[config.mk]
export PLATFORM = sky130hd
export DESIGN_NAME = hazard_scoreboard
export DESIGN_NICKNAME = d
export VERILOG_FILES = /design/src/rtl/hazard_scoreboard.sv
export SDC_FILE = /design/constraint.sdc
export NUM_CORES = 1
export LEC_CHECK = 0
export CORE_ASPECT_RATIO = 1.1
export CORE_UTILIZATION = 40
export DETAILED_ROUTE_END_ITERATION = 10
export PLACE_DENSITY = 0.58
export SLEW_MARGIN = 5
export SYNTH_ARGS = -nofsm -noshare
export SYNTH_HDL_FRONTEND = slang
export SYNTH_SLANG_ARGS = --single-unit
[constraint.sdc]
create_clock -name clk -period 4.2 [get_ports clk]
set_input_delay 0.63 -clock clk [delete_from_list [all_inputs] [get_ports clk]]
set_output_delay 0.63 -clock clk [all_outputs]
set_load 0.02 [all_outputs]
[src/rtl/hazard_scoreboard.sv]
// hazard_scoreboard -- in-order issue interlock for the D -> X boundary.
//
// Tracks, for every architectural register x1..x31, a short-latency countdown
// (cnt) and a long-latency busy bit (lbusy). The instruction in D is stalled
// on a RAW dependence, a WAW on a long-busy destination, or a full long unit.
// All hazard terms derive from registered state plus the D instruction, so
// stall_F_D has no path from ext_done or flush-into-state.
//
// Ports:
//   clk, rst_n        clock, asynchronous active-low reset
//   d_valid, d_instr  instruction in D
//   flush             kill the D instruction this cycle (state keeps evolving)
//   ext_done, ext_rd  long-latency unit writeback
//   rs1, rs2          decoded source fields (rs1 forced to 0 for LUI)
//   stall_F_D         hold F and D
//   issue             D advances to X this cycle
//   pending           per-register in-flight indication (bit 0 always 0)
//   long_outstanding  number of in-flight long ops
module hazard_scoreboard #(
    parameter int unsigned LOAD_LAT   = 1,
    parameter int unsigned ALU_LAT    = 0,
    parameter int unsigned LONG_DEPTH = 2,
    parameter int unsigned HAS_M      = 1
) (
    input  logic        clk,
    input  logic        rst_n,
    input  logic        d_valid,
    input  logic [31:0] d_instr,
    input  logic        flush,
    input  logic        ext_done,
    input  logic [4:0]  ext_rd,
    output logic [4:0]  rs1,
    output logic [4:0]  rs2,
    output logic        stall_F_D,
    output logic        issue,
    output logic [31:0] pending,
    output logic [2:0]  long_outstanding
);

    localparam logic [4:0] OPC_LOAD   = 5'b00000;
    localparam logic [4:0] OPC_AUIPC  = 5'b00101;
    localparam logic [4:0] OPC_STORE  = 5'b01000;
    localparam logic [4:0] OPC_OP     = 5'b01100;
    localparam logic [4:0] OPC_LUI    = 5'b01101;
    localparam logic [4:0] OPC_BRANCH = 5'b11000;
    localparam logic [4:0] OPC_JAL    = 5'b11011;
    localparam logic [6:0] F7_MULDIV  = 7'b0000001;

    localparam logic [2:0] LOAD_CNT = 3'(LOAD_LAT);
    localparam logic [2:0] ALU_CNT  = 3'(ALU_LAT);
    localparam logic [2:0] LONG_MAX = 3'(LONG_DEPTH);

    logic [31:0][2:0] cnt_q, cnt_d;
    logic [31:0]      lbusy_q, lbusy_d;
    logic [2:0]       long_q, long_d;

    logic [4:0] opcode, rd_f;
    logic [6:0] funct7;
    logic       is_producer, is_long, is_load, use_rs1, use_rs2;
    logic       raw_hit, waw_hit, struct_hit;
    logic       ext_accept, long_inc;

    logic unused_instr_bits;
    assign unused_instr_bits = ^{d_instr[1:0], d_instr[14:12]};

    // Decode
    always_comb begin
        opcode      = d_instr[6:2];
        rd_f        = d_instr[11:7];
        funct7      = d_instr[31:25];
        rs1         = (opcode == OPC_LUI) ? 5'd0 : d_instr[19:15];
        rs2         = d_instr[24:20];
        is_producer = (opcode != OPC_BRANCH) && (opcode != OPC_STORE) && (rd_f != 5'd0);
        is_long     = is_producer && (HAS_M != 0) && (opcode == OPC_OP) &&
                      (funct7 == F7_MULDIV);
        is_load     = (opcode == OPC_LOAD);
        use_rs1     = (opcode != OPC_LUI) && (opcode != OPC_AUIPC) && (opcode != OPC_JAL);
        use_rs2     = (opcode == OPC_BRANCH) || (opcode == OPC_STORE) || (opcode == OPC_OP);
    end

    // Per-register in-flight view; x0 is never tracked.
    always_comb begin
        pending = '0;
        for (int r = 1; r < 32; r++) begin
            pending[r] = (cnt_q[r] != 3'd0) || lbusy_q[r];
        end
    end

    // pending[0] is hard 0, so a zero source index never hits.
    always_comb begin
        raw_hit    = (use_rs1 && pending[rs1]) || (use_rs2 && pending[rs2]);
        waw_hit    = is_producer && lbusy_q[rd_f];
        struct_hit = is_long && (long_q == LONG_MAX);
        stall_F_D  = d_valid && !flush && (raw_hit || waw_hit || struct_hit);
        issue      = d_valid && !flush && !stall_F_D;
    end

    // A completion with nothing outstanding is spurious and dropped entirely.
    assign ext_accept       = ext_done && (ext_rd != 5'd0) && (long_q != 3'd0);
    assign long_inc         = issue && is_long;
    assign long_outstanding = long_q;

    always_comb begin
        for (int r = 0; r < 32; r++) begin
            cnt_d[r] = (cnt_q[r] != 3'd0) ? cnt_q[r] - 3'd1 : 3'd0;
        end
        lbusy_d = lbusy_q;
        if (ext_accept) begin
            lbusy_d[ext_rd] = 1'b0;
        end
        // Issue load overrides the same-edge decrement of the destination.
        if (issue && is_producer) begin
            if (is_long) begin
                lbusy_d[rd_f] = 1'b1;
                cnt_d[rd_f]   = 3'd0;
            end else begin
                cnt_d[rd_f] = is_load ? LOAD_CNT : ALU_CNT;
            end
        end
        cnt_d[0]   = 3'd0;
        lbusy_d[0] = 1'b0;

        unique case ({long_inc, ext_accept})
            2'b10:   long_d = long_q + 3'd1;
            2'b01:   long_d = long_q - 3'd1;
            default: long_d = long_q;
        endcase
    end

    always_ff @(posedge clk or negedge rst_n) begin
        if (!rst_n) begin
            cnt_q   <= '0;
            lbusy_q <= '0;
            long_q  <= '0;
        end else begin
            cnt_q   <= cnt_d;
            lbusy_q <= lbusy_d;
            long_q  <= long_d;
        end
    end

endmodule

### Word-level counts from Yosys, hierarchy flattened

Cells that the tools add are included.

* output and inout bits: 47
* word-level logic and storage cells: 235
* bits in writable memories: 0
* flip-flop bits (word level): 127
* memories: 0
* input port bits: 42
* bits in latches: 0
* bits in read-only memories: 0

* multiplexer cells: 52
* bitwise gates (word level): 5
* eq/ne operators: 13
* reduce and logical (&&, ||, !) cells: 93
* multipliers: 0
* add/sub/neg operators: 33
* div/mod/pow operators: 0
* shift operators: 0
* $lt $le $gt $ge: 6

Operators by type and width (number)
* $mux W96: 2
* $and A96 B96 Y96: 1
* $bwmux W96: 1
* $mux W3: 32
* $mux W32: 3
* $not A96 Y96: 1
* $reduce_bool A3 Y1: 32
* $sub A3 B1 Y3 const B: 32
* $logic_or A1 B1 Y1: 36
* $and A32 B32 Y32: 1
* $not A32 Y32: 1
* $or A32 B32 Y32: 1
* $lt A5 B6 Y1 const B: 4
* $logic_and A1 B1 Y1: 19
* $bmux W1 S5: 3
* $demux W3 S5: 1
* $eq A5 B4 Y1 const B: 3
* $demux W1 S5: 2
* $ge A5 B1 Y1 const B: 2
* $ne A5 B4 Y1 const B: 2
* $ne A5 B5 Y1 const B: 2
* $reduce_bool A5 Y1: 2
* $eq A7 B1 Y1 const B: 1
* $mux W1: 6
* 11 further kinds: 12

### Depth between registers and ports, before layout

* word-level depth: 14
* depth in mapped cells: 18

### Least setup slack after synthesis

No wires, ideal clock.

* kind: register to register
* start: register cnt_q[90] in the netlist's numbering
* end: register long_q[2] (netlist: long_outstanding[2])
* data required time: 4.068 ns
* cell stages (with the launch flop): 18
* setup slack: 0.856 ns
* arrival: 3.212 ns
* buffers on the path: 2
* period minus slack after synthesis: 3.344 ns
* cells stage by stage: dfrtp_1 > nor2_1 > ha_1 > nand2b_1 > mux4_2 > a211o_1 > o211ai_2 > and4_1 > buf_6 > buf_8 > and2_1 > nand3_1 > ha_1 > inv_1 > fa_1 > xor2_1 > nor2_1 > xor2_1

* word-level cells in the longest chain between the ends: 14
* elaborated cells between the ends (all ways): 19

RTL lines
* start, declared: line 53 `logic [31:0][2:0] cnt_q, cnt_d;`
* start signal, assigned: line 136 `cnt_q <= cnt_d;`
* $reduce_bool A3 Y1 (*): line 85 `pending[r] = (cnt_q[r] != 3'd0) || lbusy_q[r];`
* $logic_or A1 B1 Y1 (*): line 85
* named net pending[30]: line 36 `output logic [31:0] pending,`
* $bmux W1 S5: line 91 `raw_hit = (use_rs1 && pending[rs1]) || (use_rs2 && pending[rs2]);`
* $mux W1 (implied by the code): line 91
* $logic_and A1 B1 Y1: line 91
* $logic_or A1 B1 Y1 (*): line 91
* $logic_or A1 B1 Y1 (*) (2 in series): line 94 `stall_F_D = d_valid && !flush && (raw_hit || waw_hit || struct_hit);`
* $logic_and A1 B1 Y1 (*): line 94
* $logic_not A1 Y1 (*): line 95 `issue = d_valid && !flush && !stall_F_D;`
* $logic_and A1 B1 Y1 (*): line 95
* $logic_and A1 B1 Y1 (*): line 100 `assign long_inc = issue && is_long;`
* $eq A2 B1 Y1 or $eq A2 B2 Y1 (tied branches): line 123 `unique case ({long_inc, ext_accept})`
* $pmux W3 S2 or $reduce_bool A2 Y1 (tied branches)
* end signal, assigned: line 138 `long_q <= long_d;`
* end, declared: line 55 `logic [2:0] long_q, long_d;`

The timed path passes the listed nets; every way through them passes the cells marked *. The select of a mux whose other input is x is not followed.
A chain may end at the register's enable or synchronous reset.

### Worst setup path after layout

* start: input port d_instr[7]
* end: output port stall_F_D

* word-level cells in the longest chain between the ends: 7
* elaborated cells between the ends (all ways): 11

RTL lines
* start, declared: line 28 `input logic [31:0] d_instr,`
* parallel branches: the longest is 5 deep, another holds $bmux W1 S5
* $logic_or A1 B1 Y1 (*): line 94
* $logic_and A1 B1 Y1 (*): line 94
* end, declared: line 34 `output logic stall_F_D,`

Every way passes the cells marked *. The select of a mux whose other input is x is not followed.

==> flow_summary_export.csv <==
group,metric,value,unit
sta,fin_crit_sh,0.904,
cts,cts_buffers,17,
floorplanning,io_pins,89,
cells_and_area,nets,1070,
worst_setup_path,cp_slowest_stage_delay,0.59,ns
route,drc,0,
worst_setup_path,critPathArrivalTime,3.17,ns
sta,min_period,3.80,ns
worst_setup_path,cp_max_fo,3,
route,totalWireLength,22000,microns
power,p_leak,4.88,nW
power,peakVddDrop,0.000276,V
synthesis,synthFlopType,"dfrtp_1",
placement,place.gp.congestion,0.902,
sta,setup_tns,0,ns
cts,cts_root_buf,"clkbuf_16",
cts,clock_sinks,127,
worst_setup_path,crit_slowest_cell,"mux4_1",
worst_setup_path,cp_cell_sequence,"clkdlybuf4s50_1, mux4_1, a222oi_1, buf_4, nand3_1, a2bb2oi_2, and2_1, nor2_1, dlymetal6s2s_1",
synthesis,synth_seq_area_share,0.392,
route,post_drt_wl_per_cell,17.9,microns
sta,whs,0.300,ns
floorplanning,die_area,20900,sq um
synthesis,ys_warn_count,0,
power,powerDensity,319,nW/um^2
global_route,grt_pass1_vias,6237,
cells_and_area,layout_common_cells,"127 x dfrtp_1, 109 x nand2_1, 78 x clkdlybuf4s50_1",
route,num_vias,6491,
global_route,overflow,0,
sta,fin_ws,0.403,ns
sta,hold_viol_final,0,
global_route,grt_max_degree,64,
sta,fmax,263,MHz
worst_setup_path,worstPathRequired,3.57,ns
cells_and_area,drive_gt1_frac,0.134,
worst_setup_path,reg2reg_depth,13,
cts,cts_max_path_buffers,2,
route,drt_pass1_iterations,5,
synthesis,synth_edf_count,0,
sta,finalMaxSlewViolations,0,
route,drtIter0Drc,474,
placement,place_ws,0.0221,ns
cts,cts_tree,"built",
synthesis,synth_seq_cells,127,
worst_setup_path,startpoint_type,"input pin",
placement,io_buffers,82,
floorplanning,start_util,0.408,
sta,rsz0062_at_grt,"no",
global_route,antenna_found_initial,0,
synthesis,postSynthAreaPerCell,9.44,sq um
sta,worstMarginPinSlew,0.843,ns
floorplanning,die_x,138,microns
cells_and_area,mostFrequentLayoutCell,"dfrtp_1",
cts,path_clk_slew,0.06,ns
synthesis,synthesis.area,8110,sq um
worst_hold_path,hp-class,"input pin to async pin",
power,power,3.18,mW
global_route,grt_pass1_wl,34400,microns
outcome,status,"completed",
cts,worstSkewPairLatency,0.42,ns
sta,setup_viol,0,
global_route,groute.usage.overall,0.224,
cts,postCtsHoldBufs,0,
route,viasPerCell,5.29,
cts,htree_levels,4,
sta,maxSlewHeadroom,0.438,
synthesis,syn_nets,965,
floorplanning,core_area,19900,sq um
synthesis,synth_cell_type_count,73,
synthesis,synthArstFlopShare,1.00,
worst_setup_path,path_class,"input pin to primary output",
cells_and_area,area_growth,22.8,%
worst_setup_path,end_kind,"primary output",
floorplanning,die_h,151,microns
floorplanning,std_cell_rows,54,
sta,fin_skew,0.00774,ns
placement,dp_hpwl,16800,microns
cts,post_cts.repair.setup_buffers,0,
cells_and_area,n_antenna_cell,0,
route,ant_nets,0,
job,cap_violations,0,
synthesis,netlist_instances,859,
-- cells in the mapped netlist, types with 3 or more instances --
library cell,number,area (sq um)
dfrtp_1,127,3180
nand2_1,109,409
nor2_1,77,289
inv_1,75,282
o21ai_0,66,330
ha_1,63,788
nand2b_1,31,194
mux2_1,25,282
a21oi_1,24,120
nor2b_1,21,131
and2_1,20,125
nor3_2,17,170
a21boi_0,15,113
nand3b_1,15,113
mux2i_1,14,140
clkbuf_1,11,41.3
buf_2,10,50.1
buf_4,10,75.1
nand3_1,10,50.1
nand4_1,9,56.3
mux2_2,7,78.8
mux4_2,7,158
nand3_2,7,70.1
o211ai_1,6,45.0
o221ai_1,5,43.8
a211oi_1,4,30.0
nor3_1,4,20.0
a22oi_1,3,22.5
a2bb2oi_1,3,26.3
and3b_1,3,26.3
nor3b_1,3,22.5
o2111ai_1,3,26.3
or3_1,3,18.8
or3b_2,3,26.3
-- power by group --
part,leakage [nW],switching [mW],internal (mW)
registers,1.77,0.0218,1.24
logic,2.82,0.245,0.169
clock network,0.289,0.542,0.959
-- area by class of cell --
class	instances	area, sq um
Sequential cell	127	3180
Inverter	78	295
Clock inverter	10	138
Clock buffer	21	460
Tap cell	252	315
Multi-Input combinational cell	620	4440
Fill cell	1856	9900
Timing Repair Buffer	120	1140
-- cell families (layout without fill, tap and decap cells) --
kind of cell               after synthesis  after routing  share of synthesized area
and+or+nand+nor                        346            346                      0.230
AOI/OAI and AO/OA                      151            151                      0.127
DFF                                    127            127                      0.392
buffers and inverters                  112            229                     0.0615
adders and majority gates               64             64                     0.0996
muxes                                   55             55                     0.0862
xor gates and xnor gates                 3              3                    0.00324
other                                    1              1                   0.000462
-- flip-flops by register name, indices dropped and copies added, names as in the netlist --
register	flops
cnt_q	93
lbusy_q	31
long_outstanding	3
-- worst paths after layout --
path	from	to	slack [ns]
min in group clk	long_outstanding[2]$_DFFE_PN0P_	long_outstanding[2]$_DFFE_PN0P_	0.52
worst max-delay path	d_instr[7]	stall_F_D	0.40
max in group asynchronous	rst_n	cnt_q[50]$_DFF_PN0_	3.10
worst min-delay path	rst_n	cnt_q[41]$_DFF_PN0_	0.30
worst max register to register	cnt_q[66]$_DFF_PN0_	long_outstanding[1]$_DFFE_PN0P_	0.71
worst min register to register	long_outstanding[2]$_DFFE_PN0P_	long_outstanding[2]$_DFFE_PN0P_	0.52
-- per-layer routing --
metal,vias up,track usage,part of all wire
met3,41,0.0502,0.058
met5,-,0,0
met1,3125,0.302,0.46
met4,0,0.0810,0.025
li1,3113,-,-
met2,212,0.352,0.46
-- what timing repair did --
item / in CTS / in global routing
resized for setup: 0 / 5
hold endpoints to repair: 0 / 0
endpoints found under the setup margin: 0 / 2
-- through the flow --
step | utilization | instance area (sq um) | std cells
floorplan | - | 8110 | 859
global placement | 0.471 | 9360 | 1197
detailed placement | 0.471 | 9360 | 1197
CTS | 0.501 | 9950 | 1228
global route | 0.502 | 9960 | 1228
finish | 0.502 | 9960 | 1228
-- critical path, delay by kind of cell --
kind / cells / cell delay (ns)
compound gates: 2 / 0.65
simple gates: 3 / 0.34
buf+inv: 3 / 0.97
mux: 1 / 0.59
Note: power is estimated with default switching activity, not from simulation.
